`src/rtl/uart_loader_pkg.sv`:
```
// Shared types and constants for the UART boot loader.
package uart_loader_pkg;

    localparam int BYTES_PER_WORD = 4;
    localparam int WORD_WIDTH     = 32;

    typedef enum logic [2:0] {
        HEADER,
        CHECK,
        LOAD,
        DONE,
        ERROR
    } loader_state_t;

endpackage

```
`src/rtl/uart_loader_word_assembler.sv`:
```
// Packs accepted UART bytes, MSB first, into 32-bit words and flags the
// byte that completes each word. Used for both the header and the data words.
module word_assembler
    import uart_loader_pkg::*;
(
    input  logic                  clk,
    input  logic                  rst,
    input  logic                  accept,
    input  logic [7:0]            rx_data,
    output logic [WORD_WIDTH-1:0] word,
    output logic                  word_valid
);

    logic [WORD_WIDTH-1:0] sr_q;
    logic [WORD_WIDTH-1:0] sr_d;
    logic [1:0]            bc_q;
    logic [1:0]            bc_d;

    // Shift in each accepted byte; the byte counter wraps after four bytes.
    always_comb begin
        sr_d = sr_q;
        bc_d = bc_q;
        if (accept) begin
            sr_d = {sr_q[WORD_WIDTH-9:0], rx_data};
            bc_d = bc_q + 2'd1;
        end
    end

    // The completed word is presented in the same cycle as its final byte.
    always_comb begin
        word       = {sr_q[WORD_WIDTH-9:0], rx_data};
        word_valid = accept && (bc_q == 2'(BYTES_PER_WORD - 1));
    end

    // Shift register and byte counter storage.
    always_ff @(posedge clk) begin
        if (rst) begin
            sr_q <= '0;
            bc_q <= '0;
        end else begin
            sr_q <= sr_d;
            bc_q <= bc_d;
        end
    end

endmodule

```
`src/rtl/uart_loader.sv`:
```
// Boot loader: reads a big-endian word count followed by that many
// big-endian words from the UART byte stream and writes them to
// instruction memory from address 0, holding the CPU in reset meanwhile.
module uart_loader
    import uart_loader_pkg::*;
#(
    parameter int ADDR_WIDTH = 14
)
(
    input  logic                  CLK,
    input  logic                  RST,
    input  logic [7:0]            rx_data,
    input  logic                  rx_valid,
    output logic                  we,
    output logic [ADDR_WIDTH-1:0] waddr,
    output logic [WORD_WIDTH-1:0] wdata,
    output logic [WORD_WIDTH-1:0] word_count,
    output logic                  busy,
    output logic                  cpu_rst,
    output logic                  done,
    output logic                  err
);

    // Number of words the memory holds, widened so 2**ADDR_WIDTH never overflows.
    localparam logic [WORD_WIDTH:0] CAPACITY = {{WORD_WIDTH{1'b0}}, 1'b1} << ADDR_WIDTH;

    loader_state_t         state_q;
    loader_state_t         state_d;
    logic [ADDR_WIDTH:0]   idx_q;
    logic [ADDR_WIDTH:0]   idx_d;
    logic                  we_q;
    logic                  we_d;
    logic [ADDR_WIDTH-1:0] waddr_q;
    logic [ADDR_WIDTH-1:0] waddr_d;
    logic [WORD_WIDTH-1:0] wdata_q;
    logic [WORD_WIDTH-1:0] wdata_d;
    logic [WORD_WIDTH-1:0] word_count_q;
    logic [WORD_WIDTH-1:0] word_count_d;

    logic                  accept;
    logic [WORD_WIDTH-1:0] word;
    logic                  word_valid;
    logic [ADDR_WIDTH:0]   idx_plus_one;
    logic                  last_word;

    // Bytes are only taken while waiting for the header or for data words.
    always_comb begin
        accept       = rx_valid && ((state_q == HEADER) || (state_q == LOAD));
        idx_plus_one = idx_q + 1'b1;
        last_word    = ({{(WORD_WIDTH-ADDR_WIDTH-1){1'b0}}, idx_plus_one} == word_count_q);
    end

    word_assembler u_word_assembler (
        .clk        (CLK),
        .rst        (RST),
        .accept     (accept),
        .rx_data    (rx_data),
        .word       (word),
        .word_valid (word_valid)
    );

    // Next-state logic: latch the header, validate it, then issue one write per word.
    always_comb begin
        state_d      = state_q;
        idx_d        = idx_q;
        we_d         = 1'b0;
        waddr_d      = waddr_q;
        wdata_d      = wdata_q;
        word_count_d = word_count_q;
        case (state_q)
            HEADER: begin
                if (word_valid) begin
                    word_count_d = word;
                    state_d      = CHECK;
                end
            end
            CHECK: begin
                if (word_count_q == '0) begin
                    state_d = DONE;
                end else if ({1'b0, word_count_q} > CAPACITY) begin
                    state_d = ERROR;
                end else begin
                    idx_d   = '0;
                    state_d = LOAD;
                end
            end
            LOAD: begin
                if (word_valid) begin
                    we_d    = 1'b1;
                    wdata_d = word;
                    waddr_d = idx_q[ADDR_WIDTH-1:0];
                    idx_d   = idx_plus_one;
                    if (last_word) begin
                        state_d = DONE;
                    end
                end
            end
            default: begin
            end
        endcase
    end

    // State, index and write-port registers.
    always_ff @(posedge CLK) begin
        if (RST) begin
            state_q      <= HEADER;
            idx_q        <= '0;
            we_q         <= 1'b0;
            waddr_q      <= '0;
            wdata_q      <= '0;
            word_count_q <= '0;
        end else begin
            state_q      <= state_d;
            idx_q        <= idx_d;
            we_q         <= we_d;
            waddr_q      <= waddr_d;
            wdata_q      <= wdata_d;
            word_count_q <= word_count_d;
        end
    end

    // Status outputs decode directly from the registered state.
    always_comb begin
        we         = we_q;
        waddr      = waddr_q;
        wdata      = wdata_q;
        word_count = word_count_q;
        busy       = (state_q == HEADER) || (state_q == CHECK) || (state_q == LOAD);
        cpu_rst    = busy;
        done       = (state_q == DONE);
        err        = (state_q == ERROR);
    end

endmodule

```
`config.mk`:
```
export PLATFORM = sky130hd
export DESIGN_NAME = uart_loader
export DESIGN_NICKNAME = d
export VERILOG_FILES = /design/src/rtl/uart_loader_pkg.sv /design/src/rtl/uart_loader_word_assembler.sv /design/src/rtl/uart_loader.sv
export SDC_FILE = /design/constraint.sdc
export NUM_CORES = 1
export LEC_CHECK = 0
export CAP_MARGIN = 20
export CORE_UTILIZATION = 45
export CTS_CLUSTER_SIZE = 30
export DETAILED_ROUTE_END_ITERATION = 7
export HOLD_SLACK_MARGIN = 0.03
export PLACE_DENSITY = 0.73
export SETUP_SLACK_MARGIN = 0.05
export SYNTH_ARGS = -nofsm -noshare
export SYNTH_HDL_FRONTEND = slang
export SYNTH_SLANG_ARGS = --single-unit
```
`constraint.sdc`:
```
create_clock -name CLK -period 2.1 [get_ports CLK]
set_input_delay 0.63 -clock CLK [delete_from_list [all_inputs] [get_ports CLK]]
set_output_delay 0.63 -clock CLK [all_outputs]
set_load 0.03 [all_outputs]
```
# Word-level counts from Yosys, hierarchy flattened
# Index checks and enable logic that the tools add are counted.
# word_totals
register_bits,123
elab_cells,48
output_inout_bits,83
# classes
bitwise_logic,1
order_cmp,1
mux,11
n_reduce_logical,14
addsub,2
n_eq_ne,11
# ops
op,n
15-bit 2-to-1 mux,3
15-bit by 32-bit equality test with 1-bit output,1
32-bit by 15-bit > comparator with 1-bit output (second input constant),1
32-bit zero test,1
15-bit one-hot mux with 2 select lines,1
15-bit by 1-bit adder with 15-bit output (second input constant),1
3-bit 2-to-1 mux,5
3-bit one-hot mux with 3 select lines,1
4-bit AND reduction,2
3-bit by 2-bit equality test with 1-bit output (second input constant),2
2-bit != test (second input constant),3
2-bit by 1-bit != test with 1-bit output (second input constant),2
2-bit AND reduction,2
3-bit by 1-bit equality test with 1-bit output (second input constant),1
3-bit equality test (second input constant),1
3-bit zero test,1
1-bit logical OR,3
3-bit nonzero test,1
2-bit by 1-bit adder with 2-bit output (second input constant),1
2-bit equality test (second input constant),1
1-bit logical AND,2
2-bit nonzero test,1
2-bit OR reduction,1
1-bit 2-to-1 mux,1
1-bit inverter,1

# Depth between registers and ports, before layout
# Gate-level depths: netlist (run 1).
# logic_depth
word_depth,6
depth_mapped,9
ltp_nobuf,7

# By module
# From an unflattened synthesis (run 1), not the netlist that was laid out.
# hier_totals
cells_unflattened,655
area_unflattened_um2,5260.0
# modules_own_cells
module,cells_per_inst,area_per_inst_um2,n_inst,seq_area_each_um2
uart_loader,561,4236.6,1,1941.9
word_assembler,94,1023.5,1,520.5

# Worst setup path after synthesis (run 1)
# OpenSTA, ideal clock, no wires.
# synth_timing
path_type,flip-flop to flip-flop
from,"register word_count_q[0], in the netlist word_count[0]"
to,register idx_q[9]
period_less_slack_ns,2.322
setup_time_ns,0.143
path_slack_ns,-0.222
path_stages_with_launch,7
arrival_time_ns,2.179
path_buffers,1
path_cell_list,dfxtp_1 -> or4_1 -> or4_1 -> o22a_2 -> o31ai_4 -> buf_6 -> a311oi_1
# synth_via
elab_chain_cells,3
word_cells_on_any_way,5
cone_classes,order compare: 1; eq/ne: 2; reduce/logical: 2
# synth_lines
element,line,source
from (decl),uart_loader.sv:37,logic [WORD_WIDTH-1:0] word_count_q;
from (signal assigned),uart_loader.sv:118,word_count_q <= word_count_d;
32-bit by 15-bit > comparator with 1-bit output / 32-bit zero test (equally long branches),"uart_loader.sv:80, uart_loader.sv:78",
2-bit != test (no line),--,
4-bit AND reduction (no line) (*),--,
to (signal assigned),uart_loader.sv:114,idx_q <= idx_d;
to (decl),uart_loader.sv:29,logic [ADDR_WIDTH:0] idx_q;
# Every way passes the cells marked *; elsewhere a longest branch is shown, timed or not.
# A chain may end at the register's enable or synchronous reset.

# Worst setup path after layout (run 1)
# layout_timing
from,"register word_count_q[0], in the netlist word_count[0]"
to,register idx_q[11]
# Same word-level chain as after synthesis.

==> impl_metrics.json, run 1 <==
{
  "io_pins": 94,
  "cts_root_buffer": "clkbuf_8",
  "design_area_um2": 6970,
  "vias": 5000,
  "critical-path-top-delay-family": "simple AND/OR/NAND/NOR gates",
  "total_power_mw": 5.44,
  "cp_cell_sequence": "or4_4 > or4_4 > o22a_4 > o31ai_4 > buf_6 > buf_8 > a311oi_1",
  "worstPathRequired_ns": 2.48,
  "coreArea_um2": 10800,
  "synth_seq_cells": 123,
  "antenna_found_initial": 0,
  "worstSkewPairLatency_ns": 0.52,
  "hold_violations": 0,
  "cts_tree": "yes",
  "violations": "negative setup slack",
  "ys.flop_type": "dfxtp_1",
  "hold_ws_ns": 0.452,
  "clock_sinks": 123,
  "drt_first_iter_violations": 373,
  "cts_hold_buffers": 0,
  "start_util_pct": 46.3,
  "wl_met1_um": 6110,
  "nNetsFinal": 777,
  "setup_viol": 16,
  "io_buffers": 93,
  "die_area_um2": 11600,
  "slowest_delay_ns": 0.52,
  "postSynthCellCount": 652,
  "cts_buffer_depth": 2,
  "synth_nets": 665,
  "hold_path.class": "reg2reg",
  "area_growth_pct": 39.0,
  "wl_met3_um": 859,
  "synthArstFlopShare_pct": 0,
  "finalMaxSlewViolations": 0,
  "insertedDiodeCount": 0,
  "gp_congestion": 0.814,
  "ant_nets": 0,
  "startpoint_type": "flop",
  "dr.max_layer_used": "met4",
  "rsz0062_at_grt": "true",
  "slew-limit-headroom_pct": 60.5,
  "clk_pin_slew_ns": 0.06,
  "crit_path_frequent_cell": "or4_4",
  "max_freq_mhz": 440,
  "drive_above_1_share_pct": 15.8,
  "htree_levels": 4,
  "vias_per_cell": 5.45,
  "yosysSeqAreaShare_pct": 49.1,
  "synthTopCellsByCount": "nand2_1 (228), dfxtp_1 (123), a21oi_1 (113)",
  "vdd_drop_max_mv": 0.462,
  "grt_pass1_wl_um": 23600,
  "grt_max_degree": 124,
  "setup_ws_ns": -0.170,
  "p_per_area_nw_per_um2": 781,
  "worst_pin_slew_ns": 0.592,
  "path_class": "reg2reg",
  "die_w_um": 108,
  "dpl-instance-area_um2": 6310,
  "synth_top_cell_area_share_pct": 49.1,
  "grt_pass1_vias": 4744,
  "yosysMostFrequentCell": "nand2_1",
  "arrival_ns": 2.65,
  "worstSetupEndpointType": "flop",
  "fp.dieH_um": 108,
  "synth_edf_count": 0,
  "grt.overflow.total": 0,
  "cts_buffers": 17,
  "yosys.area.top_type": "dfxtp_1",
  "fin_skew_ns": 0.00725,
  "hpwl_um": 9440,
  "synth_warnings": 0,
  "cpMaxStageDelayCell": "or4_4",
  "routed_wl_um": 14500,
  "met2RoutedLength_um": 7120,
  "avgSynthCellArea_um2": 7.69,
  "maxCapViolations": 0,
  "path_buf_inv": 2,
  "dr.pass1.iters": 5,
  "nFillCells": 932,
  "yosys-top-cells-area": "dfxtp_1 (49%), nand2_1 (17%), a21oi_1 (11%)",
  "drc_errors": 0,
  "post-route-period-util_pct": 108,
  "status": "complete, but fails checks",
  "crit_fanout": 6,
  "ys_types": 40,
  "syn_area_um2": 5010,
  "rows": 38,
  "period_needed_ns": 2.27,
  "cellLeakagePower_nw": 2.77,
  "post_drt_wl_per_cell_um": 15.8,
  "track_usage_pct": 26.3
}
area by class of cell:
class                   count  area (um^2)  area share (%)
flip-flops and latches    123         2470            35.5
clock inverters            13          141            2.03
repair buffers            145         1280            18.3
clock buffers              19          453            6.50
multi-input cells         475         2440            35.0
well taps                 140          175            2.51
inverters                   2         7.51           0.108
worst register-to-register path, delay by kind of cell (launching register included):
kind	cells	cell delay, ns
AO/OA/AOI/OAI	3	0.54
buffers and inverters	2	0.30
flip-flops	1	0.34
AND/OR/NAND/NOR	2	0.94
stage by stage:
| step | worst slack, ns | TNS (ns) | cells | utilization, % |
|---|---|---|---|---|
| 4_1_cts | -0.117 | -1.14 | 915 | 63.9 |
| 2_1_floorplan | -0.104 | -1.18 | 652 | - |
| 3_3_place_gp | -0.189 | -8.52 | 879 | 58.2 |
| 5_1_grt | -0.231 | -2.86 | 917 | 64.3 |
| 3_5_place_dp | -0.218 | -9.47 | 879 | 58.2 |
| 6_report | -0.170 | -1.94 | 917 | 64.3 |
timing repair:
action / CTS / global route
pin swaps: 7 / 5
gates resized for setup: 113 / 23
endpoints found under the setup margin: 98 / 53
hold endpoints to repair: 0 / 0
setup buffers: 3 / 3
gates cloned: 1 / 0
final timing paths:
check | from | end | slack [ns] | cells past startpoint
max | word_count[0] | idx_q[11] | -0.17 | 7
min | waddr[5] | waddr[5] | 0.45 | 2
max reg2reg | word_count[0] | idx_q[11] | -0.17 | 7
min reg2reg | waddr[5] | waddr[5] | 0.45 | 2
state kept, by name, indices dropped and copies added (netlist names):
| name | cells |
|---|---|
| we | 1 |
| word_count | 32 |
| state_q | 3 |
| wdata | 32 |
| u_word_assembler.sr_q | 24 |
| u_word_assembler.bc_q | 2 |
| waddr | 14 |
| idx_q | 15 |
layout by cell type, fill, tap and decap left out, drive strengths merged, types with 2 or more instances in the layout:
| cell | count |
|---|---|
| mux2 | 2 |
| ha | 2 |
| nand2b | 4 |
| clkbuf | 23 |
| nor2b | 2 |
| and4 | 2 |
| clkinvlp | 3 |
| nor4 | 10 |
| dfxtp | 123 |
| nor2 | 25 |
| a31oi | 4 |
| nand3 | 5 |
| dlygate4sd2 | 71 |
| nand4 | 5 |
| o31ai | 3 |
| nor3 | 6 |
| or4 | 3 |
| o21ai | 8 |
| xnor2 | 17 |
| and2 | 4 |
| xor2 | 3 |
| inv | 3 |
| a21oi | 113 |
| nand2 | 228 |
| a311oi | 13 |
| bufinv | 2 |
| clkdlybuf4s50 | 9 |
| and3 | 5 |
| clkdlybuf4s15 | 4 |
| clkinv | 7 |
| buf | 57 |
report_power, final:
part | total [mW] | internal (mW) | switching, mW
logic | 0.176 | 0.0628 | 0.113
clock network | 2.89 | 1.79 | 1.09
registers | 2.38 | 2.36 | 0.0280
per-layer routing:
layer,up-vias,GRT usage (%)
li1,2425,-
met1,2359,32.7
met2,183,44.5
met3,33,6.05
met4,0,9.49
met5,-,0
logic make-up after synthesis:
| family | share of synthesized area (%) |
|---|---|
| adder cells (fa/ha/maj) | 0.499 |
| AO/OA/AOI/OAI | 17.2 |
| multiplexers | 0.649 |
| flip-flops | 49.1 |
| XOR/XNOR | 3.49 |
| AND/OR/NAND/NOR | 24.7 |
| buffers and inverters | 4.39 |
Power figures use the tool's default switching activity.
==> run 2: changes to the inputs <==
--- a/config.mk
+++ b/config.mk
@@ -7,6 +7,7 @@
 export LEC_CHECK = 0
 export CAP_MARGIN = 20
 export CORE_UTILIZATION = 45
+export CTS_CLUSTER_DIAMETER = 80
 export CTS_CLUSTER_SIZE = 30
 export DETAILED_ROUTE_END_ITERATION = 7
 export HOLD_SLACK_MARGIN = 0.03
==> results of run 2 <==
Final layout, timing and power as in run 1 (identical DEF).
==> run 3: changes to the inputs <==
--- a/config.mk
+++ b/config.mk
@@ -7,6 +7,7 @@
 export LEC_CHECK = 0
 export CAP_MARGIN = 20
 export CORE_UTILIZATION = 45
+export CTS_BUF_LIST = sky130_fd_sc_hd__clkbuf_8
 export CTS_CLUSTER_DIAMETER = 80
 export CTS_CLUSTER_SIZE = 30
 export DETAILED_ROUTE_END_ITERATION = 7
==> run 3 against run 2 <==
  * The flow still finishes with violations (negative setup slack)
  * Cell count is 0.33% lower
  * Via count is 2.3% lower
  * Maximum frequency is 3.1% higher
  * Clock power is 24% lower
  * Die area stayed put
  * Register-to-register slack better by 0.07 ns
  * Count of clock-buffer cells in the layout is 1 lower
  * Worst hold slack better by 0.0038 ns
  * First-iteration DRC count is 21% lower
  * Sequential share of layout area is 0.93 points higher
  * Worst setup slack better by 0.067 ns
  * Highest routed layer unchanged
==> impl_metrics.json, run 3 (synthesis results as in run 1) <==
{
  "worstPathRequired_ns": 2.41,
  "gp_congestion": 0.814,
  "slew-limit-headroom_pct": 63.4,
  "clock_sinks": 123,
  "dp_cells": 879,
  "startpoint_type": "flop",
  "switchingPower_mw": 1.15,
  "clkPwrFrac_pct": 46.5,
  "crit_fanout": 6,
  "combPwrFrac_pct": 3.6,
  "track_usage_pct": 25.7,
  "violations": "negative setup slack",
  "p_per_area_nw_per_um2": 703,
  "maxCapViolations": 0,
  "path_class": "reg2reg",
  "fin_cells": 914,
  "design_area_um2": 6780,
  "cellLeakagePower_nw": 2.71,
  "worst_pin_slew_ns": 0.549,
  "insertedDiodeCount": 0,
  "nNetsFinal": 774,
  "max_freq_mhz": 454,
  "hp-start": "waddr[0]",
  "routed_wl_um": 14000,
  "start_util_pct": 46.3,
  "period_needed_ns": 2.20,
  "hpwl_um": 9440,
  "cts_buffer_depth": 2,
  "final_common_cell": "nand2_1",
  "setup_viol": 16,
  "rows": 38,
  "intPower_mw": 3.62,
  "clk_pin_slew_ns": 0.08,
  "grt_max_degree": 124,
  "htree_levels": 4,
  "ant_nets": 0,
  "status": "complete, but fails checks",
  "io_pins": 94,
  "post-place-ws_ns": -0.218,
  "vias_per_cell": 5.34,
  "fin_skew_ns": 0.0119,
  "hold_violations": 0,
  "drt_first_iter_violations": 294,
  "grt.overflow.total": 0,
  "finalMaxSlewViolations": 0,
  "hold_path.class": "reg2reg",
  "fp.dieH_um": 108,
  "worstSetupEndpointType": "flop",
  "worstSkewPairLatency_ns": 0.45,
  "drc_errors": 0,
  "die_area_um2": 11600,
  "vdd_drop_max_mv": 0.403,
  "vias": 4883,
  "final_core_util_pct": 62.5,
  "grt_pass1_vias": 4701,
  "setup_ws_ns": -0.103,
  "post_drt_wl_per_cell_um": 15.3,
  "cts_buffers": 17,
  "reg2reg_from": "word_count[0]",
  "cts_tree": "yes",
  "dpl-instance-area_um2": 6310,
  "p_sw_share_pct": 24.0,
  "drive_above_1_share_pct": 14.6,
  "coreArea_um2": 10800,
  "area_growth_pct": 35.2,
  "arrival_ns": 2.51,
  "layout_common_cells": "nand2_1 (228), dfxtp_1 (118), a21oi_1 (113)",
  "die_w_um": 108,
  "critPathLaunch": "word_count[0]",
  "antenna_found_initial": 0,
  "seqPwrFrac_pct": 49.9,
  "dr.pass1.iters": 4,
  "post-route-period-util_pct": 105,
  "grt_pass1_wl_um": 23200,
  "rsz0062_at_grt": "true",
  "io_buffers": 93,
  "cts_root_buffer": "clkbuf_8"
}
==> run 3: cell types whose count changed in the layout (fill, tap and decap cells not counted), sizes merged <==
| cell | before | now |
|---|---|---|
| dlygate4sd2 | 71 | 77 |
| buf | 57 | 52 |
| clkbuf | 23 | 19 |
| clkdlybuf4s15 | 4 | 3 |
| bufinv | 2 | 3 |
==> run 3: critical path: stages, from the launching register on <==
cell and delay, ns:
dfxtp_4 0.34, or4_4 0.52, or4_4 0.42, o22a_4 0.21, o31ai_4 0.17, buf_6 0.16
buf_6 0.14, a311oi_1 0.10
==> run 3: cell type report <==
cell class              count  area, um^2
flip-flops and latches    123        2470
multi-input cells         475        2450
clock buffers              18         248
repair buffers            142        1260
well taps                 140         175
inverters                   2        7.51
clock inverters            14         171
fillers                   991        4060
==> run 3: routing by layer <==
layer	GRT usage, %	part of all wire, %
met2	43.0	50
met1	32.2	44
met4	10.5	2.1
met5	0	0
met3	5.08	4.5
==> run 3: stage by stage <==
stage               hold slack [ns]  TNS [ns]  power (mW)
CTS                           0.457    -0.866        4.77
global placement              0.442     -8.52        2.60
finish                        0.456     -1.12        4.77
floorplan                     0.440     -1.18        2.53
global route                  0.467     -1.77        4.92
detailed placement            0.446     -9.47        2.60
==> run 3: power by group through the flow <==
stage / registers [mW] / logic [mW] / clock network [mW]
2_1_floorplan: 2.43 / 0.0980 / 0
3_3_place_gp: 2.43 / 0.163 / 0
3_5_place_dp: 2.43 / 0.166 / 0
4_1_cts: 2.38 / 0.169 / 2.22
5_1_grt: 2.38 / 0.190 / 2.35
6_report: 2.38 / 0.172 / 2.21
==> run 3: timing repair <==
item                                    4_1_cts  5_1_grt
endpoints found under the setup margin       98       26
pin swaps                                    11        0
buffers inserted                              2        0
gates resized for setup                     102       13
hold buffers                                  0        0
gates cloned                                  1        0
==> run 3: path summary, 6_finish.rpt <==
check	end	slack (ns)	cells past startpoint
max reg2reg	idx_q[11]	-0.10	7
min	waddr[0]	0.46	2
max	idx_q[11]	-0.10	7
min reg2reg	waddr[0]	0.46	2
